--- src/rtl/restoring_divider8_pkg.sv ---
// Shared definitions for the restoring divider: default width and FSM state encoding.
package restoring_divider8_pkg;

  localparam int unsigned DefaultWidth = 8;

  typedef enum logic [1:0] {
    StIdle = 2'd0,
    StCalc = 2'd1,
    StDone = 2'd2
  } div_state_e;

endpackage

--- src/rtl/restoring_divider8_trial_sub.sv ---
// Trial subtractor: a - b computed as a + ~b + 1, borrow is the inverted carry-out.
module restoring_divider8_trial_sub #(
  parameter int unsigned W = 9
) (
  input  logic [W-1:0] a,
  input  logic [W-1:0] b,
  output logic [W-1:0] diff,
  output logic         borrow
);

  logic [W:0] sum;

  // Extend by one bit so the carry-out of the adder is visible.
  always_comb begin
    sum    = {1'b0, a} + {1'b0, ~b} + {{W{1'b0}}, 1'b1};
    diff   = sum[W-1:0];
    borrow = ~sum[W];
  end

endmodule

--- src/rtl/restoring_divider8.sv ---
// Sequential unsigned restoring divider: one trial subtraction per cycle under a
// start/ready/done handshake. Zero divisor short-circuits straight to DONE.
module restoring_divider8
  import restoring_divider8_pkg::*;
#(
  parameter int unsigned WIDTH = DefaultWidth
) (
  input  logic             clk,
  input  logic             rst_n,
  input  logic             start,
  input  logic [WIDTH-1:0] dividend,
  input  logic [WIDTH-1:0] divisor,
  output logic             ready,
  output logic             done,
  output logic [WIDTH-1:0] quotient,
  output logic [WIDTH-1:0] remainder,
  output logic             div_by_zero
);

  localparam int unsigned CntW = (WIDTH > 1) ? $clog2(WIDTH) : 1;

  div_state_e       state_q, state_d;
  logic [WIDTH-1:0] q_q, q_d;
  logic [WIDTH-1:0] r_q, r_d;
  logic [WIDTH-1:0] d_q, d_d;
  logic [CntW-1:0]  cnt_q, cnt_d;
  logic [WIDTH-1:0] quot_d, rem_d;
  logic             dz_d;

  logic [WIDTH:0]   t_a, t_b, t_diff;
  logic             t_borrow;

  // Partial remainder shifted left with the next dividend bit, against the divisor.
  always_comb begin
    t_a = {r_q, q_q[WIDTH-1]};
    t_b = {1'b0, d_q};
  end

  restoring_divider8_trial_sub #(
    .W (WIDTH + 1)
  ) u_trial_sub (
    .a      (t_a),
    .b      (t_b),
    .diff   (t_diff),
    .borrow (t_borrow)
  );

  // Handshake outputs decoded directly from the state register.
  always_comb begin
    ready = (state_q == StIdle);
    done  = (state_q == StDone);
  end

  // Next-state, datapath and result-register logic.
  always_comb begin
    state_d = state_q;
    q_d     = q_q;
    r_d     = r_q;
    d_d     = d_q;
    cnt_d   = cnt_q;
    quot_d  = quotient;
    rem_d   = remainder;
    dz_d    = div_by_zero;
    case (state_q)
      StIdle: begin
        if (start) begin
          q_d   = dividend;
          d_d   = divisor;
          r_d   = '0;
          cnt_d = '0;
          if (divisor == '0) begin
            state_d = StDone;
            quot_d  = '1;
            rem_d   = dividend;
            dz_d    = 1'b1;
          end else begin
            state_d = StCalc;
          end
        end
      end
      StCalc: begin
        if (!t_borrow) begin
          r_d = t_diff[WIDTH-1:0];
          q_d = {q_q[WIDTH-2:0], 1'b1};
        end else begin
          r_d = {r_q[WIDTH-2:0], q_q[WIDTH-1]};
          q_d = {q_q[WIDTH-2:0], 1'b0};
        end
        cnt_d = cnt_q + CntW'(1);
        // Last iteration: capture this cycle's Q/R so the result lands with DONE.
        if (cnt_q == CntW'(WIDTH - 1)) begin
          state_d = StDone;
          quot_d  = q_d;
          rem_d   = r_d;
          dz_d    = 1'b0;
        end
      end
      StDone: begin
        state_d = StIdle;
      end
      default: begin
        state_d = StIdle;
      end
    endcase
  end

  // State, working registers and held results; async reset aborts any operation.
  always_ff @(posedge clk or negedge rst_n) begin
    if (!rst_n) begin
      state_q     <= StIdle;
      q_q         <= '0;
      r_q         <= '0;
      d_q         <= '0;
      cnt_q       <= '0;
      quotient    <= '0;
      remainder   <= '0;
      div_by_zero <= 1'b0;
    end else begin
      state_q     <= state_d;
      q_q         <= q_d;
      r_q         <= r_d;
      d_q         <= d_d;
      cnt_q       <= cnt_d;
      quotient    <= quot_d;
      remainder   <= rem_d;
      div_by_zero <= dz_d;
    end
  end

endmodule

--- config.mk ---
export PLATFORM = sky130hd
export DESIGN_NAME = restoring_divider8
export DESIGN_NICKNAME = d
export VERILOG_FILES = /design/src/rtl/restoring_divider8_pkg.sv /design/src/rtl/restoring_divider8_trial_sub.sv /design/src/rtl/restoring_divider8.sv
export SDC_FILE = /design/constraint.sdc
export NUM_CORES = 1
export LEC_CHECK = 0
export CAP_MARGIN = 20
export CORE_ASPECT_RATIO = 0.9
export CORE_UTILIZATION = 53
export DETAILED_ROUTE_END_ITERATION = 10
export DONT_BUFFER_PORTS = 1
export PLACE_DENSITY_LB_ADDON = 0.2
export SYNTH_ARGS = -nofsm -noshare
export SYNTH_HDL_FRONTEND = slang
export SYNTH_SLANG_ARGS = --single-unit
--- constraint.sdc ---
create_clock -name clk -period 2 [get_ports clk]
set_input_delay 0.2 -clock clk [delete_from_list [all_inputs] [get_ports clk]]
set_output_delay 0.2 -clock clk [all_outputs]
set_load 0.01 [all_outputs]
# [Word-level counts from Yosys, hierarchy flattened]
# Cells that the tools add are included.
[op_classes] add_sub_neg=3 reduce_logical=7 n_eq_ne=6 n_mux=24 bitwise=1
[op_table] cell="8-bit 2-to-1 mux" n=9
[op_table] cell="8-bit case mux with 2 select lines" n=4
[op_table] cell="10-bit by 1-bit adder with 10-bit output, second input constant" n=1
[op_table] cell="9-bit by 9-bit adder with 10-bit output" n=1
[op_table] cell="8-bit inverter with 9-bit output" n=1
[op_table] cell="8-bit logical NOT" n=1
[op_table] cell="2-bit 2-to-1 mux" n=3
[op_table] cell="3-bit case mux with 2 select lines" n=1
[op_table] cell="2-bit AND reduction" n=3
[op_table] cell="1-bit 2-to-1 mux" n=4
[op_table] cell="2-bit != test, second input constant" n=2
[op_table] cell="2-bit case mux with 2 select lines" n=1
[op_table] cell="4-bit AND reduction" n=1
[op_table] cell="3-bit by 1-bit adder with 3-bit output, second input constant" n=1
[op_table] cell="3-bit equality test, second input constant" n=1
[op_table] cell="3-bit 2-to-1 mux" n=1
[op_table] cell="2-bit by 1-bit equality test with 1-bit output, second input constant" n=1
[op_table] cell="2-bit equality test, second input constant" n=1
[op_table] cell="2-bit logical NOT" n=1
[op_table] cell="2-bit by 1-bit != test with 1-bit output, second input constant" n=1
[op_table] cell="1-bit case mux with 2 select lines" n=1
[op_table] cell="2-bit nonzero test" n=1
[word_totals] out_inout_bits=19 inputBits=19 reg_bits=46 word_cells=49

# [Depth between registers and ports, before layout]
# Gate-level depths: netlist of run 1.
[depth] ltp_word=6 depth_mapped=9 depth_no_buf=9

# [Modules after synthesis]
# A second synthesis of run 1 with hierarchy kept.
[hier_totals] cells_unflattened=249 area_unflattened_um2=2424.8
[modules_own_cells] mod="restoring_divider8" instances=1 area_each_um2=1981.9 seq_area_each_um2=1151.1 cells_per_inst=189
[modules_own_cells] mod="restoring_divider8_trial_sub" instances=1 area_each_um2=442.9 seq_area_each_um2=0.0 cells_per_inst=60

# [Worst setup path after synthesis of run 1]
# OpenSTA, ideal clock, no wires.
[synth_path] path_kind="register -> register" startpoint="reg r_q[2]" endpoint="reg remainder[0]" path_slack_ns=-0.075 arrival_ns=1.992 synth_period_minus_slack_ns=2.075 path_buffers=0 setup_ns=0.083 path_stages_with_launch=8 path_cell_list="dfrtp_1 ha_1 a21o_1 a21oi_2 a31oi_1 nor3_4 mux2_1 o21ai_0"
[synth_between] elab_chain_len=5
[synth_lines] element="from (decl)" line="restoring_divider8.sv:24" rtl="logic [WIDTH-1:0] r_q, r_d;"
[synth_lines] element="from (signal assigned)" line="restoring_divider8.sv:121" rtl="r_q <= r_d;"
[synth_lines] element="9-bit by 9-bit adder with 10-bit output" line="restoring_divider8_trial_sub.sv:15" rtl="sum = {1'b0, a} + {1'b0, ~b} + {{W{1'b0}}, 1'b1};"
[synth_lines] element="10-bit by 1-bit adder with 10-bit output" line="restoring_divider8_trial_sub.sv:15"
[synth_lines] element="8-bit 2-to-1 mux" line="restoring_divider8.sv:82" rtl="if (!t_borrow) begin"
[synth_lines] element="8-bit 2-to-1 mux" line="restoring_divider8.sv:91" rtl="if (cnt_q == CntW'(WIDTH - 1)) begin"
[synth_lines] element="8-bit case mux with 2 select lines" line="restoring_divider8.sv:64" rtl="case (state_q)"
[synth_lines] element="to (signal assigned)" line="restoring_divider8.sv:125" rtl="remainder <= rem_d;"
[synth_lines] element="to (decl)" line="restoring_divider8.sv:16" rtl="output logic [WIDTH-1:0] remainder,"
# No other way between the ends. The select of a mux whose other input is x is not followed.
# A chain may end at the register's enable or synchronous reset.

# [Final worst setup path of run 1]
[layout_path] startpoint="reg d_q[1]" endpoint="reg remainder[0]"
[layout_between] elab_chain_len=6
[layout_lines] element="from (decl)" line="restoring_divider8.sv:25" rtl="logic [WIDTH-1:0] d_q, d_d;"
[layout_lines] element="from (signal assigned)" line="restoring_divider8.sv:113" rtl="d_q <= '0;"
[layout_lines] element="from (signal assigned)" line="restoring_divider8.sv:122" rtl="d_q <= d_d;"
[layout_lines] element="8-bit inverter with 9-bit output" line="restoring_divider8_trial_sub.sv:15"
[layout_lines] element="9-bit by 9-bit adder with 10-bit output" line="restoring_divider8_trial_sub.sv:15"
[layout_lines] element="10-bit by 1-bit adder with 10-bit output" line="restoring_divider8_trial_sub.sv:15"
[layout_lines] element="8-bit 2-to-1 mux" line="restoring_divider8.sv:82"
[layout_lines] element="8-bit 2-to-1 mux" line="restoring_divider8.sv:91"
[layout_lines] element="8-bit case mux with 2 select lines" line="restoring_divider8.sv:64"
# No other way between the ends. The select of a mux whose other input is x is not followed.

==> results of run 1 <==
-- metal layers --
metal,vias up,share of wire [%]
met4,0,1.9
met1,848,46
li1,869,-
met5,-,0
met2,38,48
met3,14,4.8
-- power breakdown --
group / internal (µW) / leakage, µW / total (µW) / switching (µW)
clock: 368 / 0.0000579 / 688 / 320
sequential: 1370 / 0.000554 / 1750 / 385
combinational: 1750 / 0.000589 / 3600 / 1850
total: 3490 / 0.00120 / 6040 / 2560
-- flip-flops by register name, indices dropped and copies added (netlist names) --
signal and count:
cnt_q 3, d_q 8, div_by_zero 1, q_q 8, quotient 8, r_q 8
remainder 8, state_q 2
-- critical path, cell delays in order (launching register included) --
cell and delay, ps:
sky130_fd_sc_hd__dfrtp_1 400, sky130_fd_sc_hd__inv_2 80, sky130_fd_sc_hd__ha_4 200, sky130_fd_sc_hd__nor2b_4 130, sky130_fd_sc_hd__o2111ai_4 210, sky130_fd_sc_hd__a31oi_4 130, sky130_fd_sc_hd__nor3_4 240, sky130_fd_sc_hd__buf_6 180
sky130_fd_sc_hd__mux2_4 310, sky130_fd_sc_hd__o21ai_1 110
-- cell usage after synthesis --
cell type and n:
sky130_fd_sc_hd__a21o_1 2, sky130_fd_sc_hd__a21oi_1 11, sky130_fd_sc_hd__a21oi_2 1, sky130_fd_sc_hd__a22o_1 2, sky130_fd_sc_hd__a31oi_1 4, sky130_fd_sc_hd__a32oi_1 7
sky130_fd_sc_hd__and2_1 1, sky130_fd_sc_hd__buf_2 4, sky130_fd_sc_hd__clkbuf_1 5, sky130_fd_sc_hd__dfrtp_1 46, sky130_fd_sc_hd__fa_1 1, sky130_fd_sc_hd__ha_1 10
sky130_fd_sc_hd__inv_1 9, sky130_fd_sc_hd__inv_2 1, sky130_fd_sc_hd__mux2_1 1, sky130_fd_sc_hd__mux2_2 1, sky130_fd_sc_hd__mux2i_1 13, sky130_fd_sc_hd__nand2_1 31
sky130_fd_sc_hd__nand2b_1 2, sky130_fd_sc_hd__nor2_1 26, sky130_fd_sc_hd__nor2b_1 4, sky130_fd_sc_hd__nor3_4 1, sky130_fd_sc_hd__nor3b_1 1, sky130_fd_sc_hd__nor4_1 2
sky130_fd_sc_hd__o2111ai_1 1, sky130_fd_sc_hd__o211ai_1 1, sky130_fd_sc_hd__o21a_1 2, sky130_fd_sc_hd__o21ai_0 35, sky130_fd_sc_hd__o21bai_1 1, sky130_fd_sc_hd__o311ai_0 1
sky130_fd_sc_hd__or2_2 2, sky130_fd_sc_hd__or4_1 1, sky130_fd_sc_hd__xnor2_1 4, sky130_fd_sc_hd__xor2_1 1
-- through the flow --
| stage | hold WS [ps] | instance area (µm²) | util [%] |
|---|---|---|---|
| final | 15.5 | 2790 | 68.1 |
| after global routing | 16.9 | 2790 | 68.1 |
| after CTS | 17.8 | 2670 | 65.1 |
| after detailed placement | -94.7 | 2500 | 61.0 |
| after global placement | -94.6 | 2500 | 61.0 |
| after floorplan | -95.6 | 2320 | - |
-- worst paths after layout --
path	from	endpoint	slack, ps	cells after the start
setup / recovery	d_q[1]	remainder[0]	-50	9
hold / removal	divisor[4]	d_q[4]	20	2
setup reg to reg	d_q[1]	remainder[0]	-50	9
hold reg to reg	q_q[7]	q_q[7]	500	2
max in group asynchronous	rst_n	r_q[4]	1390	2
min in group asynchronous	rst_n	cnt_q[2]	410	2
-- repair_timing --
item	CTS	global route
resized for setup	7	24
setup buffers	0	1
pin swaps	2	15
endpoints found under the setup margin	14	23
endpoints found under the hold margin	46	0
hold buffers	2	0
-- kinds of logic after synthesis --
family | count (synthesis) | synth area share, %
xor+xnor | 5 | 1.91
mux | 15 | 6.67
flops | 46 | 50.3
buf+inv | 19 | 3.34
simple gates | 71 | 13.7
fa+ha+maj | 11 | 6.34
compound gates | 68 | 17.7
-- area by class of cell --
cell class                      count  area share, %
Clock inverter                      3           1.43
Timing Repair Buffer               24           7.40
Tap cell                           48           2.15
Multi-Input combinational cell    170           43.9
Inverter                           10           1.43
Clock buffer                        5           2.47
Sequential cell                    46           41.2
==> qor.yml, run 1 <==
synth:
  syn-instance-count: 235
  share_of_yosys_cell_area_claimed_by_the_top_area_cell_type_pct: 50.3
  synth_fp_nets: 265
  yosys-top-cells-area: "sky130_fd_sc_hd__dfrtp_1 50%, sky130_fd_sc_hd__o21ai_0 7.7%, sky130_fd_sc_hd__mux2i_1 5.7%, sky130_fd_sc_hd__ha_1 5.5%, sky130_fd_sc_hd__nand2_1 5.1%"
  combined_area_of_all_synthesized_cells_um2: 2290
  ys_seq_area_share_pct: 50.3
  postSynthAreaPerCell_um2: 9.74
  ys.warnings.count: 0
  ys_ff_latch: 46
  yosysTopAreaCell: "sky130_fd_sc_hd__dfrtp_1"
  synthDistinctLibCells: 34
worst_hold_path:
  worst_hold_path_type: "input port to register"
timing:
  rsz0062_at_grt: "true"
  finalSetupViolCount: 10
  post-route-period-util_pct: 103
  timing.setup.tns_ps: -253
  tightest_slew_ps: 566
  drv_slew: 0
  worst_slew_margin_rel_pct: 61.8
  final.min_clock_period_ps: 2050
  clock_skew_ps: 10.6
  final.setup.worst_slack_ps: -50.5
  timing.fmax_mhz: 488
  hold_viol_final: 0
cts:
  cts_tree: "done"
  tritoncts_num_sinks: 46
  tritoncts.num_buffers: 5
  cts.clk_slew.worst_paths_ps: 80
  max_clock_buf_depth: 2
  cts.htree.levels: 2
  skew_pair_late_insertion_delay_ps: 300
  cts_root_buffer: "sky130_fd_sc_hd__clkbuf_8"
final_layout:
  sequential_cell_area_um2: 1150
  layout-drive-gt1-share_pct: 22.9
  finish.net_count: 287
  synthToLayoutAreaGrowth_pct: 22.0
  layout_commonest_cell: "sky130_fd_sc_hd__dfrtp_1"
  antenna_cells_inserted: 0
  most-common-layout-cells: "46 x sky130_fd_sc_hd__dfrtp_1, 30 x sky130_fd_sc_hd__nand2_1, 28 x sky130_fd_sc_hd__o21ai_0"
  combined_area_of_the_multi_input_logic_cells_um2: 1220
  instances_no_fill: 306
  layout.filler_cells: 319
worst_setup_path:
  worstPathArrival_ps: 2280
  crit_fanout: 5
  timing.critical_path.required_ps: 2230
  worstSetupStartpointType: "register"
  cp-end-kind: "register"
  timing.setup.critical_path_class: "register to register"
power_and_ir_drop:
  p_leak_uw: 0.00120
  power_density_nw_per_um2: 2170
  max-vdd-ir-drop_mv: 1.04
  finalPower_uw: 6040
drt:
  drt_pass1_iterations: 7
  drt-total-wl_um: 5150
  drt_iter0_drc: 134
  vias: 1769
  avgViaCountPerCell: 5.78
  drc: 2
  ant_nets: 0
  detail_route.wl_per_cell_um: 16.8
floorplanning:
  core.rowCount: 22
  chipHeight_um: 64.3
  die_area_um2: 4590
  fp.dieW_um: 71.3
  floorplan.initialDensity_pct: 55.8
  pin_count: 38
  std_cell_core_area_um2: 4100
global_route:
  antenna_violations_before_repair: 0
  via_count_of_the_first_global_routing_pass: 1776
  grt_max_degree: 47
  met3_usage_pct: 6.47
  grt_util_met2_pct: 36.4
  gr-usage-all-layers_pct: 23.8
  grt_util_met1_pct: 32.9
  gr_ovfl_total: 0
  first_pass_grt_wire_length_um: 8400
  global_route.peak_usage_layer: "met2"
placement:
  portBuffers: 0
  post-place-ws_ps: -55.2
  placedCellCount: 295
  gpl_congestion: 0.790
  detailed_place_hpwl_um: 3450
outcome:
  status: "complete, but fails checks"
  failed_checks: "DRC, setup timing"
run:
  drv.max_cap_violation_count: 0
No activity file was read; power rests on OpenSTA's default activity.
==> run 2: changes to the inputs <==
--- a/config.mk
+++ b/config.mk
@@ -13,4 +13,5 @@
 export PLACE_DENSITY_LB_ADDON = 0.2
 export SYNTH_ARGS = -nofsm -noshare
 export SYNTH_HDL_FRONTEND = slang
+export SYNTH_HIERARCHICAL = 1
 export SYNTH_SLANG_ARGS = --single-unit
==> run 2 against run 1 <==
The run ends with setup timing left; first-iteration DRC count down 3.0%; critical path depth unchanged; area after synthesis up 4.2%; final cell count up 14%; global-route usage up 1.9 points; worst setup slack worse by 190 ps; critical endpoint is now remainder[1]; largest power group unchanged.
==> qor.yml, run 2 <==
cts:
  cts_tree: "done"
  max_clock_buf_depth: 2  # unchanged
  skew_pair_late_insertion_delay_ps: 300  # about the same
  tritoncts.num_buffers: 5  # unchanged
  tritoncts_num_sinks: 46  # unchanged
  cts.htree.levels: 2  # unchanged
  cts.clk_slew.worst_paths_ps: 90  # about the same
  cts_root_buffer: "sky130_fd_sc_hd__clkbuf_8"
worst_setup_path:
  cp-end-kind: "register"
  critical_path_cell_list: "ha_1 -> inv_2 -> nor2_2 -> or3_1 -> o22ai_2 -> buf_6 -> mux2i_4 -> nor2_1 -> a221o_1"
  ff2ff_setup_slack_ps: -240  # -190 ps
  worstRegToRegCells: 9  # unchanged
  cp_num_buf_inv: 2  # unchanged
  critical_path.top_delay_family: "simple AND/OR/NAND/NOR gates"
  critical_path.slowest_cell: "sky130_fd_sc_hd__dfrtp_1"
  slowest_delay_ps: 400  # about the same
  worstPathArrival_ps: 2440  # +160 ps
  crit_fanout: 5  # unchanged
  reg_to_reg_critical_path_startpoint: "r_q[6]"
  timing.critical_path.required_ps: 2200  # -30 ps
  worstSetupStartpointType: "register"
  timing.setup.critical_path_class: "register to register"
  critical_path.reg2reg.endpoint: "remainder[1]"
global_route:
  via_count_of_the_first_global_routing_pass: 1846  # +3.9%
  gr_ovfl_total: 0  # unchanged
  gr-usage-all-layers_pct: 25.7  # +1.9 points
  antenna_violations_before_repair: 0  # unchanged
  grt_max_degree: 47  # unchanged
  first_pass_grt_wire_length_um: 9110  # +8.4%
timing:
  finalSetupViolCount: 15  # +5
  final.setup.worst_slack_ps: -243  # -192 ps
  rsz0062_at_grt: "true"
  drv_slew: 0  # unchanged
  final.min_clock_period_ps: 2240  # +192 ps
  hold_viol_final: 0  # unchanged
  post-route-period-util_pct: 112  # +9.6 points
  timing.fmax_mhz: 446  # -8.6%
  timing.setup.tns_ps: -2450  # -2200 ps
  clock_skew_ps: 11.4  # +0.833 ps
  timing.hold.ws_ps: 3.61  # -11.9 ps
final_layout:
  synthToLayoutAreaGrowth_pct: 30.0
  instances_no_fill: 350  # +14%
  antenna_cells_inserted: 0  # unchanged
  finish.net_count: 320  # +11%
  most-common-layout-cells: "46 x sky130_fd_sc_hd__dfrtp_1, 44 x sky130_fd_sc_hd__buf_4, 41 x sky130_fd_sc_hd__nand2_1"
  final_util_pct: 74.1  # +6.0 points
  layout_commonest_cell: "sky130_fd_sc_hd__dfrtp_1"
  layout-drive-gt1-share_pct: 32.1  # +9.2 points
power_and_ir_drop:
  max-vdd-ir-drop_mv: 1.18  # +14%
  p_leak_uw: 0.00145  # +21%
  power_density_nw_per_um2: 2160  # -0.13%
drt:
  vias: 1938  # +9.6%
  drt-total-wl_um: 5980  # +16%
  ant_nets: 0  # unchanged
  detail_route.wl_per_cell_um: 17.1  # +1.4%
  drt_iter0_drc: 130  # -3.0%
  drc: 0  # -2
  avgViaCountPerCell: 5.54  # -4.2%
  drt_pass1_iterations: 7  # unchanged
run:
  drv.max_cap_violation_count: 0  # unchanged
floorplanning:
  std_cell_core_area_um2: 4180  # +2.0%
  core.rowCount: 22  # unchanged
  die_area_um2: 4770  # +4.1%
  pin_count: 38  # unchanged
  floorplan.initialDensity_pct: 57.0  # +1.2 points
  chipHeight_um: 65.6  # +2.0%
  fp.dieW_um: 72.7  # +2.0%
synth:
  ys.warnings.count: 6  # +6
  syn-instance-count: 244  # +3.8%
  synth_fp_nets: 275  # +3.8%
  postSynthAreaPerCell_um2: 9.77  # +0.37%
  combined_area_of_all_synthesized_cells_um2: 2380  # +4.2%
placement:
  post-place-ws_ps: -328  # -273 ps
  placedCellCount: 326  # +11%
  portBuffers: 0  # unchanged
  detailed_place_hpwl_um: 3870  # +12%
  gpl_congestion: 0.832  # +5.3%
worst_hold_path:
  worst_hold_path_type: "input port to register"
  whs_endpoint: "d_q[6]"
  holdPathStages: 2  # unchanged
  hp-start: "divisor[6]"
outcome:
  status: "complete, but fails checks"
  failed_checks: "setup timing"
==> run 2: cell count changes in the layout (fill, tap and decap cells not counted), moves of 9 or more <==
| cell | change |
|---|---|
| sky130_fd_sc_hd__nand3_1 | +12 |
| sky130_fd_sc_hd__nand2_1 | +11 |
| sky130_fd_sc_hd__o21ai_0 | -22 |
| sky130_fd_sc_hd__inv_1 | +9 |
| sky130_fd_sc_hd__buf_4 | +23 |
==> run 2: how the worst max path moves through the flow <==
stage / startpoint / cells after the start / endpoint
2_1_floorplan: d_q[6] / 10 / remainder[5]
3_3_place_gp: d_q[6] / 10 / remainder[1]
5_1_grt: d_q[7] / 11 / remainder[7]
4_1_cts: d_q[6] / 10 / remainder[3]
3_5_place_dp: r_q[0] / 9 / remainder[1]
6_report: r_q[6] / 9 / remainder[1]
==> run 2: repair_timing <==
| item | in CTS | in global routing |
|---|---|---|
| pin swaps | 3 | 5 |
| resized for setup | 18 | 24 |
| buffers inserted | 4 | 10 |
| setup endpoints to repair | 16 | 17 |
| gates cloned | 1 | 0 |
| hold buffers | 2 | 0 |
| endpoints found under the hold margin | 46 | 0 |
==> run 2: area by class of cell <==
cell class	instances	area, µm²
repair buffers	50	413
inverters	19	71.3
well taps	60	75.1
multi-input cells	167	1280
clock inverters	3	43.8
fillers	313	1080
flip-flops and latches	46	1150
clock buffers	5	68.8
==> run 2: worst register-to-register path, cell delays in order, from the launching register on <==
cell                      delay (ps)
sky130_fd_sc_hd__dfrtp_1         400
sky130_fd_sc_hd__ha_1            330
sky130_fd_sc_hd__inv_2           100
sky130_fd_sc_hd__nor2_2           50
sky130_fd_sc_hd__or3_1           310
sky130_fd_sc_hd__o22ai_2         140
sky130_fd_sc_hd__buf_6           200
sky130_fd_sc_hd__mux2i_4         280
sky130_fd_sc_hd__nor2_1           80
sky130_fd_sc_hd__a221o_1         260
==> run 2: through the flow <==
step | total power [µW] | instance area (µm²)
2_1_floorplan | 3770 | 2420
3_3_place_gp | 4680 | 2670
3_5_place_dp | 4770 | 2670
5_1_grt | 7150 | 3100
6_report | 6700 | 3100
4_1_cts | 5900 | 2920
==> run 2: layer usage <==
metal / global-route usage (%) / wire length (µm) / vias up
li1: - / - / 942
met1: 34.7 / 2600 / 924
met2: 41.5 / 2810 / 62
met3: 5.98 / 420 / 10
met4: 7.60 / 145 / 0
met5: 0 / 0 / -
==> run 2: power by group <==
group | leakage, µW | switching [µW] | internal, µW | total (µW)
Combinational | 0.000832 | 2010 | 2240 | 4250
Clock | 0.0000585 | 318 | 375 | 693
Sequential | 0.000558 | 382 | 1370 | 1760
==> run 3: changes to the inputs <==
==> constraint.sdc (replaced) <==
create_clock -name clk -period 2 [get_ports clk]
set_input_delay 0.6 -clock clk [delete_from_list [all_inputs] [get_ports clk]]
set_output_delay 0.6 -clock clk [all_outputs]
set_load 0.01 [all_outputs]
==> run 3 against run 2 <==
Register-to-register slack worse by 70 ps; combinational power down 0.9%; the flow still finishes with violations (setup timing); largest cell class unchanged; sequential power about the same; core utilization shrank 0.69 points; global-route usage up 1.8 points.
==> qor.yml, run 3 (synthesis results as in run 2) <==
cts:
  tritoncts_num_sinks: 46  # unchanged
  cts.clk_slew.worst_paths_ps: 90  # about the same
  tritoncts.num_buffers: 5  # unchanged
  max_clock_buf_depth: 2  # unchanged
  cts.htree.levels: 2  # unchanged
  cts_root_buffer: "sky130_fd_sc_hd__clkbuf_8"
  cts_tree: "done"
  skew_pair_late_insertion_delay_ps: 300  # about the same
floorplanning:
  pin_count: 38  # unchanged
  floorplan.initialDensity_pct: 57.0  # unchanged
  die_area_um2: 4770  # unchanged
  std_cell_core_area_um2: 4180  # unchanged
  fp.dieW_um: 72.7  # unchanged
  core.rowCount: 22  # unchanged
  chipHeight_um: 65.6  # unchanged
run:
  drv.max_cap_violation_count: 0  # unchanged
final_layout:
  layout_commonest_cell: "sky130_fd_sc_hd__dfrtp_1"
  sequential_cell_area_um2: 1150  # unchanged
  synthToLayoutAreaGrowth_pct: 28.8
  antenna_cells_inserted: 0  # unchanged
  combined_area_of_the_multi_input_logic_cells_um2: 1260  # -1.2%
  instances_no_fill: 351  # +0.29%
  layout-drive-gt1-share_pct: 32.3  # +0.23 points
  layout.filler_cells: 302  # -3.5%
  finish.net_count: 321  # +0.31%
  most-common-layout-cells: "46 x sky130_fd_sc_hd__dfrtp_1, 45 x sky130_fd_sc_hd__buf_4, 41 x sky130_fd_sc_hd__nand2_1"
global_route:
  gr-usage-all-layers_pct: 27.5  # +1.8 points
  antenna_violations_before_repair: 0  # unchanged
  first_pass_grt_wire_length_um: 9780  # +7.3%
  grt_max_degree: 47  # unchanged
  via_count_of_the_first_global_routing_pass: 2015  # +9.2%
  gr_ovfl_total: 0  # unchanged
worst_setup_path:
  crit_end: "remainder[1]"
  timing.setup.critical_path_class: "register to register"
  critical_path.reg2reg.endpoint: "remainder[1]"
  worstPathArrival_ps: 2500  # +60 ps
  reg_to_reg_critical_path_startpoint: "r_q[4]"
  cp-end-kind: "register"
  worst_setup_path_startpoint: "r_q[4]"
  worstRegToRegCells: 9  # unchanged
  ff2ff_setup_slack_ps: -320  # -70 ps
  crit_fanout: 5  # unchanged
  timing.critical_path.required_ps: 2190  # about the same
  worstSetupStartpointType: "register"
power_and_ir_drop:
  max-vdd-ir-drop_mv: 1.24  # +4.3%
  power_density_nw_per_um2: 2130  # -1.3%
  p_leak_uw: 0.00144  # -0.75%
placement:
  placedCellCount: 330  # +1.2%
  detailed_place_hpwl_um: 3930  # +1.6%
  portBuffers: 0  # unchanged
  gpl_congestion: 0.866  # +4.0%
timing:
  post-route-period-util_pct: 116  # +3.7 points
  finalSetupViolCount: 16  # +1
  final.setup.worst_slack_ps: -316  # -73.6 ps
  final.min_clock_period_ps: 2320  # +73.6 ps
  drv_slew: 0  # unchanged
  rsz0062_at_grt: "true"
  timing.fmax_mhz: 432  # -3.2%
  hold_viol_final: 0  # unchanged
  clock_skew_ps: 7.21  # -4.23 ps
  timing.setup.tns_ps: -3460  # -1010 ps
outcome:
  status: "complete, but fails checks"
  failed_checks: "setup timing"
drt:
  vias: 2043  # +5.4%
  drc: 0  # unchanged
  ant_nets: 0  # unchanged
  drt-total-wl_um: 6440  # +7.8%
  drt_iter0_drc: 251  # +93%
  avgViaCountPerCell: 5.82  # +5.1%
  detail_route.wl_per_cell_um: 18.3  # +7.5%
  drt_pass1_iterations: 4  # -3
worst_hold_path:
  worst_hold_path_type: "input port to asynchronous set/reset pin"
-- run 3: changes by cell type in the layout (fill, tap and decap cells not counted), sizes merged --
cell / change
clkinv: +1
inv: -1
bufinv: -1
clkinvlp: +1
dlygate4sd3: -1
buf: +2
-- run 3: worst max-delay path, cell delays in order, from the launching register on --
cell                      delay [ps]
sky130_fd_sc_hd__dfrtp_1         430
sky130_fd_sc_hd__ha_2            240
sky130_fd_sc_hd__a21oi_4         170
sky130_fd_sc_hd__nor2_2           50
sky130_fd_sc_hd__or3_1           340
sky130_fd_sc_hd__o22ai_2         200
sky130_fd_sc_hd__buf_6           180
sky130_fd_sc_hd__mux2i_2         250
sky130_fd_sc_hd__nor2_1           70
sky130_fd_sc_hd__a221o_1         260
-- run 3: per-stage QoR --
step	util (%)	power, µW	worst slack, ps	hold slack (ps)	instance area (µm²)
floorplan	-	3770	-135	304	2420
global placement	64.6	4710	-310	305	2700
detailed placement	64.6	4790	-360	305	2700
CTS	70.2	5860	-203	140	2940
global route	73.4	7010	-369	141	3070
finish	73.4	6550	-316	139	3070
-- run 3: what timing repair did --
item	4_1_cts	5_1_grt
setup buffers	4	8
hold buffers	1	0
endpoints found under the hold margin	46	0
gates resized for setup	20	20
cloned	1	0
endpoints found under the setup margin	16	16
pin swaps	13	8
-- run 3: metal layers --
metal	vias to the layer above	global-route usage, %	share of wire, %
met4	0	6.13	2.3
met1	1003	36.7	41
met2	85	45.1	49
met3	14	7.06	7.6
li1	941	-	-
met5	-	0	0
-- run 3: how the worst min path moves through the flow --
stage | slack [ps] | from | end
after CTS | 140 | rst_n | q_q[4]
after global routing | 140 | rst_n | d_q[7]
after detailed placement | 310 | rst_n | d_q[2]
after global placement | 310 | rst_n | d_q[2]
after floorplan | 300 | rst_n | cnt_q[0]
final | 140 | rst_n | d_q[7]
-- run 3: where the power goes --
group          total (µW)  internal (µW)  switching, µW
Sequential           1770           1370            398
Combinational        4210           2210           2000
Clock                 577            246            331
-- run 3: area by class of cell --
| class | count | share of cell area [%] |
|---|---|---|
| tap | 60 | 2.44 |
| clock buffer | 5 | 2.24 |
| timing repair buffer | 51 | 13.7 |
| clock inverter | 3 | 0.693 |
| inverter | 19 | 2.32 |
| sequential | 46 | 37.5 |
| multi-input combinational | 167 | 41.1 |
